===== config.mk =====
export PLATFORM = sky130hd
export DESIGN_NAME = if_stage_fetch_queue
export DESIGN_NICKNAME = d
export VERILOG_FILES = /design/src/rtl/if_pkg.sv /design/src/rtl/if_fetch_iq.sv /design/src/rtl/if_stage_fetch_queue.sv
export SDC_FILE = /design/constraint.sdc
export NUM_CORES = 1
export LEC_CHECK = 0
export CAP_MARGIN = 40
export CELL_PAD_IN_SITES_DETAIL_PLACEMENT = 2
export CELL_PAD_IN_SITES_GLOBAL_PLACEMENT = 2
export CORE_UTILIZATION = 35
export DETAILED_ROUTE_END_ITERATION = 16
export PLACE_DENSITY = 0.84
export SLEW_MARGIN = 15
export SYNTH_ARGS = -nofsm -noshare
export SYNTH_HDL_FRONTEND = slang
export SYNTH_SLANG_ARGS = --single-unit

===== constraint.sdc =====
create_clock -name clk -period 4.42 [get_ports clk]
set_input_delay 0.884 -clock clk [delete_from_list [all_inputs] [get_ports clk]]
set_output_delay 0.884 -clock clk [all_outputs]
set_load 0.01 [all_outputs]

===== src/rtl/if_pkg.sv =====
// Shared definitions for the instruction-fetch stage.
//   - bus widths for IF->ID and the branch redirect bus
//   - bit offsets of the fields inside those buses
//   - flush-target select encoding and the priority function that picks it
package if_pkg;

  localparam int IF_TO_ID_BUS_W = 65;
  localparam int BR_BUS_W       = 33;

  // IF_to_ID_bus = {inst[31:0], pc[31:0], adef}
  localparam int ID_ADEF_BIT = 0;
  localparam int ID_PC_LSB   = 1;
  localparam int ID_INST_LSB = 33;

  // branch_bus = {branch_valid, branch_pc[31:0]}
  localparam int BR_PC_LSB    = 0;
  localparam int BR_VALID_BIT = 32;

  typedef enum logic [1:0] {
    SEL_NONE   = 2'd0,
    SEL_EX     = 2'd1,
    SEL_ERTN   = 2'd2,
    SEL_BRANCH = 2'd3
  } flush_sel_e;

  // Exception beats ertn only when ertn is absent; ertn beats a branch.
  function automatic flush_sel_e flush_select(input logic wb_exception,
                                              input logic ertn,
                                              input logic br_take);
    if (wb_exception & ~ertn) return SEL_EX;
    if (ertn)                 return SEL_ERTN;
    if (br_take)              return SEL_BRANCH;
    return SEL_NONE;
  endfunction

endpackage


===== src/rtl/if_fetch_iq.sv =====
// In-order fetch queue: circular buffer of DEPTH entries.
// An entry is allocated when its request is accepted on the bus and filled
// when its data returns; the head is presented to ID once filled.
// Ports:
//   clk, reset        clock, synchronous active-high reset
//   clear             flush: drop every entry, reset all pointers
//   alloc_en/pc/adef  allocate an entry at the tail (adef entries arrive pre-filled)
//   fill_en/inst      write returned data at the fill pointer
//   pop               ID consumed the head this cycle
//   full              occupancy == DEPTH
//   head_valid        head allocated and filled
//   head_pc/inst/adef head entry contents
module if_fetch_iq #(
  parameter int DEPTH = 4
) (
  input  logic        clk,
  input  logic        reset,
  input  logic        clear,
  input  logic        alloc_en,
  input  logic [31:0] alloc_pc,
  input  logic        alloc_adef,
  input  logic        fill_en,
  input  logic [31:0] fill_inst,
  input  logic        pop,
  output logic        full,
  output logic        head_valid,
  output logic [31:0] head_pc,
  output logic [31:0] head_inst,
  output logic        head_adef
);

  localparam int PW = $clog2(DEPTH);
  localparam int CW = PW + 1;

  logic [31:0]    pc_q   [DEPTH];
  logic [31:0]    inst_q [DEPTH];
  logic [DEPTH-1:0] filled_q;
  logic [DEPTH-1:0] adef_q;

  logic [PW-1:0] head_ptr, alloc_ptr, fill_ptr;
  logic [CW-1:0] occupancy;
  logic [CW-1:0] filled_cnt;   // filled entries not yet popped

  logic adef_fill;
  // An adef entry is born filled, so the fill pointer steps past it.
  assign adef_fill = alloc_en & alloc_adef;

  assign full       = (occupancy == CW'(DEPTH));
  assign head_valid = (occupancy != '0) & filled_q[head_ptr];
  assign head_pc    = pc_q[head_ptr];
  assign head_inst  = inst_q[head_ptr];
  assign head_adef  = adef_q[head_ptr];

  always_ff @(posedge clk) begin
    if (reset || clear) begin
      head_ptr   <= '0;
      alloc_ptr  <= '0;
      fill_ptr   <= '0;
      occupancy  <= '0;
      filled_cnt <= '0;
      filled_q   <= '0;
      adef_q     <= '0;
    end else begin
      if (alloc_en) begin
        pc_q[alloc_ptr]     <= alloc_pc;
        inst_q[alloc_ptr]   <= '0;
        adef_q[alloc_ptr]   <= alloc_adef;
        filled_q[alloc_ptr] <= alloc_adef;
        alloc_ptr           <= alloc_ptr + PW'(1);
      end
      if (fill_en) begin
        inst_q[fill_ptr]   <= fill_inst;
        filled_q[fill_ptr] <= 1'b1;
      end
      // Pop never targets the allocated slot: alloc needs a non-full queue,
      // and pop needs a non-empty one, so the two indices differ.
      if (pop) begin
        filled_q[head_ptr] <= 1'b0;
        head_ptr           <= head_ptr + PW'(1);
      end
      fill_ptr   <= fill_ptr + PW'(fill_en) + PW'(adef_fill);
      occupancy  <= occupancy + CW'(alloc_en) - CW'(pop);
      filled_cnt <= filled_cnt + CW'(fill_en) + CW'(adef_fill) - CW'(pop);
    end
  end

  a_filled_le_alloc: assert property (@(posedge clk) disable iff (reset)
    filled_cnt <= occupancy);

endmodule


===== src/rtl/if_stage_fetch_queue.sv =====
// Instruction-fetch stage with a parametrised in-order fetch queue.
// Issues fetches on the SRAM-like bus (req/addr_ok/data_ok), buffers returns
// in if_fetch_iq and hands complete entries to ID. Flushes redirect fetch_pc,
// empty the queue, and arm cancel_cnt to discard returns of the old stream.
// Handshakes: a request transfers when inst_sram_req & inst_sram_addr_ok;
// data returns in request order, one per inst_sram_data_ok; an entry moves
// to ID when IF_to_ID_valid & ID_allow.
// Ports:
//   clk, reset                   clock, synchronous active-high reset
//   ID_allow                     ID takes the head entry
//   branch_bus, ID_br_stall      {branch_valid, branch_pc}; stall masks the branch
//   WB_exception/ex_entry        exception flush and target
//   ertn_flush/ertn_entry        ertn flush and target
//   IF_to_ID_valid/IF_to_ID_bus  {inst, pc, adef} to ID
//   inst_sram_*                  instruction bus
module if_stage_fetch_queue
  import if_pkg::*;
#(
  parameter int          IQ_DEPTH        = 4,
  parameter int          MAX_OUTSTANDING = 2,
  parameter logic [31:0] RESET_PC        = 32'h1c000000
) (
  input  logic                      clk,
  input  logic                      reset,
  input  logic                      ID_allow,
  input  logic [BR_BUS_W-1:0]       branch_bus,
  input  logic                      ID_br_stall,
  input  logic                      WB_exception,
  input  logic                      ertn_flush,
  input  logic [31:0]               ex_entry,
  input  logic [31:0]               ertn_entry,
  output logic                      IF_to_ID_valid,
  output logic [IF_TO_ID_BUS_W-1:0] IF_to_ID_bus,
  output logic                      inst_sram_req,
  output logic                      inst_sram_wr,
  output logic [1:0]                inst_sram_size,
  output logic [3:0]                inst_sram_wstrb,
  output logic [31:0]               inst_sram_addr,
  output logic [31:0]               inst_sram_wdata,
  input  logic                      inst_sram_addr_ok,
  input  logic                      inst_sram_data_ok,
  input  logic [31:0]               inst_sram_rdata
);

  localparam int OW = $clog2(MAX_OUTSTANDING + 1);

  logic [31:0]   fetch_pc;
  logic [OW-1:0] outstanding, outstanding_nxt;
  logic [OW-1:0] cancel_cnt;
  logic          adef_halt;

  logic          branch_valid, br_take, flush, aligned;
  logic [31:0]   branch_pc, flush_target;
  flush_sel_e    sel;
  logic          fire, adef_alloc, alloc_en, fill_en, pop;
  logic          iq_full, head_valid, head_adef;
  logic [31:0]   head_pc, head_inst;

  assign branch_valid = branch_bus[BR_VALID_BIT];
  assign branch_pc    = branch_bus[BR_PC_LSB +: 32];
  assign br_take      = branch_valid & ~ID_br_stall;
  assign flush        = WB_exception | ertn_flush | br_take;
  assign sel          = flush_select(WB_exception, ertn_flush, br_take);

  always_comb begin
    flush_target = branch_pc;
    case (sel)
      SEL_EX:   flush_target = ex_entry;
      SEL_ERTN: flush_target = ertn_entry;
      default:  flush_target = branch_pc;
    endcase
  end

  assign aligned = (fetch_pc[1:0] == 2'b00);

  // Registered state only: no path from ID_allow or data_ok into req.
  assign inst_sram_req = ~reset & ~adef_halt & aligned &
                         (outstanding < OW'(MAX_OUTSTANDING)) & ~iq_full;
  assign inst_sram_addr  = reset ? 32'h0 : fetch_pc;
  assign inst_sram_wr    = 1'b0;
  assign inst_sram_size  = 2'b10;
  assign inst_sram_wstrb = 4'h0;
  assign inst_sram_wdata = 32'h0;

  assign fire = inst_sram_req & inst_sram_addr_ok;

  // A misaligned PC waits for the old requests to drain so the ADEF entry
  // lands behind them in program order.
  assign adef_alloc = ~reset & ~adef_halt & ~aligned & ~flush & ~iq_full &
                      (outstanding == '0);
  assign alloc_en   = (fire & ~flush) | adef_alloc;
  assign fill_en    = ~reset & inst_sram_data_ok & (cancel_cnt == '0) & ~flush;

  assign IF_to_ID_valid = ~reset & head_valid & ~flush;
  assign pop            = IF_to_ID_valid & ID_allow;

  always_comb begin
    IF_to_ID_bus = '0;
    if (!reset) begin
      IF_to_ID_bus[ID_INST_LSB +: 32] = head_inst;
      IF_to_ID_bus[ID_PC_LSB +: 32]   = head_pc;
      IF_to_ID_bus[ID_ADEF_BIT]       = head_adef;
    end
  end

  // Handshakes in a flush cycle still count: they belong to the old stream.
  assign outstanding_nxt = outstanding + OW'(fire) - OW'(inst_sram_data_ok);

  always_ff @(posedge clk) begin
    if (reset) begin
      fetch_pc    <= RESET_PC;
      outstanding <= '0;
      cancel_cnt  <= '0;
      adef_halt   <= 1'b0;
    end else begin
      outstanding <= outstanding_nxt;
      if (flush) begin
        fetch_pc   <= flush_target;
        cancel_cnt <= outstanding_nxt;   // every live request is now stale
        adef_halt  <= 1'b0;
      end else begin
        if (fire)       fetch_pc  <= fetch_pc + 32'd4;
        if (adef_alloc) adef_halt <= 1'b1;
        if (inst_sram_data_ok && cancel_cnt != '0)
          cancel_cnt <= cancel_cnt - OW'(1);
      end
    end
  end

  if_fetch_iq #(
    .DEPTH (IQ_DEPTH)
  ) u_iq (
    .clk        (clk),
    .reset      (reset),
    .clear      (flush),
    .alloc_en   (alloc_en),
    .alloc_pc   (fetch_pc),
    .alloc_adef (adef_alloc),
    .fill_en    (fill_en),
    .fill_inst  (inst_sram_rdata),
    .pop        (pop),
    .full       (iq_full),
    .head_valid (head_valid),
    .head_pc    (head_pc),
    .head_inst  (head_inst),
    .head_adef  (head_adef)
  );

  a_counts: assert property (@(posedge clk) disable iff (reset)
    (cancel_cnt <= outstanding) && (outstanding <= OW'(MAX_OUTSTANDING)));

endmodule


==> results.ini <==
[run_status]
outcome = finished, final reports clean

[yosys]
syn-cell-area_um2 = 14900
synth_top_family_by_area = simple AND/OR/NAND/NOR gates
syn_inst = 1108
synthXorXnorAreaFrac = 0.0129
muxShareOfSynthArea = 0.122
synth_area_leaders = edfxtp_1 52%, mux4_2 9.8%, and2_1 8.4%
synth_fa_ha_area_frac = 0.0145
synth_ff_type = edfxtp_1
seq_area_frac_synth = 0.592
synth.largest_area_cell = edfxtp_1
synth_area_per_cell_um2 = 13.4
ys_seq_elements = 312
async_reset_ff_frac = 0
synth_top_area_share = 0.516
synth.yosys.warnings = 0
yosysUniqueCellTypes = 64
synth_edf_count = 256
synth_compound_area_frac = 0.0522
synth_simple_gate_area_frac = 0.162

[finish]
filler_cell_count = 4119
utilization = 0.452
regArea_um2 = 8820
layout_commonest_cell = edfxtp_1
fin_nets = 1491
final_cell_mix = 256 x edfxtp_1, 232 x clkdlybuf4s50_1, 199 x and2_1
area_growth_pct = 27.4
multiInputGateArea_um2 = 5560
layout-drive-gt1-share = 0.135

[worst_setup_path]
end_kind = output port
crit_type = flop to output port
critPathArrivalTime_ps = 2900
crit_path_start_kind = flop
cp.required_ps = 3540
path_max_fanout = 26

[pwr]
ir_worst_vdd_mv = 0.261
p_switching_w = 0.00169
leakagePower_nw = 6.42
p_clk_frac = 0.430
p_sw_frac = 0.244
powerDensity_nw_per_um2 = 365
seqPwrFrac = 0.480
internal-power_w = 0.00523
share_comb_of_total_power = 0.090

[die]
die_h_um = 208
die_w_um = 208
fp.coreArea_um2 = 41900
fp.dieArea_um2 = 43400
ios = 275
num_rows = 75
initial_core_util = 0.355

[sta]
fin_setup_tns_ps = 0
period_minus_slack_ps = 3790
finalSetupViolations = 0
rsz0062_at_grt = no
max_freq_mhz = 264
clock_skew_ps = 19.7
timing.final.crit_share = 0.856
hold_ws_ps = 508
slew_violations = 0
max_slew_margin = 0.486
hold_violations = 0
tightest_slew_ps = 765

[routing]
antenna_left = 0
via_per_inst = 5.27
dr_total_vias = 10046
drt_iter0_markers = 634
wl_per_cell_um = 24.6
drc = 0
routed_wirelength_um = 46900
dr.pass1.iters = 5

[clock_network]
postCtsSetupBuffers = 0
clk_path_buf_depth = 3
insertion_delay_ps = 540
cts_max_level = 2
numCtsBuffers = 36
cts_tree = done
cts_resized = 0
path_clk_slew_ps = 60
cts.sinks = 312
cts_hold_buf = 0
clockRootBuffer = clkbuf_16

[global_route]
antenna_found_initial = 2
first_global_vias = 11262
grt_start_max_net_pins = 65
track_usage = 0.220
grt.overflow.total = 0
grt_pass1_wl_um = 72100

[placement]
io_buffers = 235
gp_congestion = 0.778
place_hpwl_um = 31700

[hold_path]
min_path_type = flop to flop

[run]
drv_cap = 0

-- critical path, cell delays in order, from the launching register on --
cell             delay, ps
dfxtp_4                750
buf_12                 310
mux4_2                 530
and2_1                 180
clkdlybuf4s50_1        580
-- synthesized netlist by cell type, drive strengths merged, types with 6 or more instances --
cell and count:
edfxtp 256, mux2i 29, ha 14, a21oi 33
buf 59, inv 24, nand2 41, o21ai 22
nor2 50, dfxtp 56, or2 6, xnor2 16
nand4 14, xor2 6, and3 9, clkbuf 49
a211oi 29, nor3 16, nor2b 32, nor4 11
nand3 13, and2 199, mux4 65
-- per-layer routing --
metal  up-vias  wire length, µm  global-route usage
met5         -                0                   0
met4         0             1400              0.0774
met2       308            24100               0.385
met3        81             1950              0.0353
li1       4475                -                   -
met1      5182            19500               0.274
-- area by class of cell --
| cell class | count | share of cell area |
|---|---|---|
| multi-input cells | 701 | 0.293 |
| clock buffers | 41 | 0.0495 |
| diodes | 2 | 0.000264 |
| repair buffers | 263 | 0.140 |
| flip-flops and latches | 312 | 0.465 |
| inverters | 24 | 0.00475 |
| clock inverters | 25 | 0.0117 |
| well taps | 539 | 0.0356 |
-- per-stage QoR --
step / total power [W] / cells / setup WS [ps] / cell area (µm²)
6_report: 0.00692 / 1907 / 635 / 19000
5_1_grt: 0.00713 / 1907 / 481 / 19000
4_1_cts: 0.00698 / 1905 / 559 / 19000
3_5_place_dp: 0.00400 / 1839 / 628 / 17800
3_3_place_gp: 0.00396 / 1834 / 626 / 17700
2_1_floorplan: 0.00366 / 1145 / 302 / 15000
-- power groups by stage --
stage / clock (W) / combinational, W / sequential, W
after detailed placement: 0 / 0.000619 / 0.00339
after floorplan: 0 / 0.000320 / 0.00334
final: 0.00298 / 0.000619 / 0.00332
after global placement: 0 / 0.000593 / 0.00337
after CTS: 0.00303 / 0.000627 / 0.00332
after global routing: 0.00313 / 0.000668 / 0.00333
-- flip-flops by register name (all words and copies together), names as in the netlist, named ones only --
signal,cells
u_iq.pc_q,128
u_iq.head_ptr,2
outstanding,2
u_iq.filled_q,4
u_iq.alloc_ptr,2
fetch_pc,32
u_iq.fill_ptr,2
cancel_cnt,2
u_iq.occupancy,3
u_iq.inst_q,128
adef_halt,1
u_iq.adef_q,4
-- path summary, 6_finish.rpt --
path,startpoint,to,slack (ps),depth (start not counted)
worst max-delay path,flop,IF_to_ID_bus[1],630,4
worst min-delay path,u_iq.filled_q[2]$_SDFF_PP0_,u_iq.filled_q[2]$_SDFF_PP0_,510,2
worst max register to register,fetch_pc[1]$_SDFFE_PP0P_,cancel_cnt[1]$_SDFFE_PP0P_,1670,12
worst min register to register,u_iq.filled_q[2]$_SDFF_PP0_,u_iq.filled_q[2]$_SDFF_PP0_,510,2
-- kinds of logic after synthesis --
| logic type | count (synthesis) |
|---|---|
| AND/OR/NAND/NOR | 408 |
| XOR/XNOR | 22 |
| multiplexers | 99 |
| flip-flops | 312 |
| other | 2 |
| AO/OA/AOI/OAI | 117 |
| adder cells (fa/ha/maj) | 16 |
| buffers and inverters | 132 |
(Power assumes the default switching activity.)
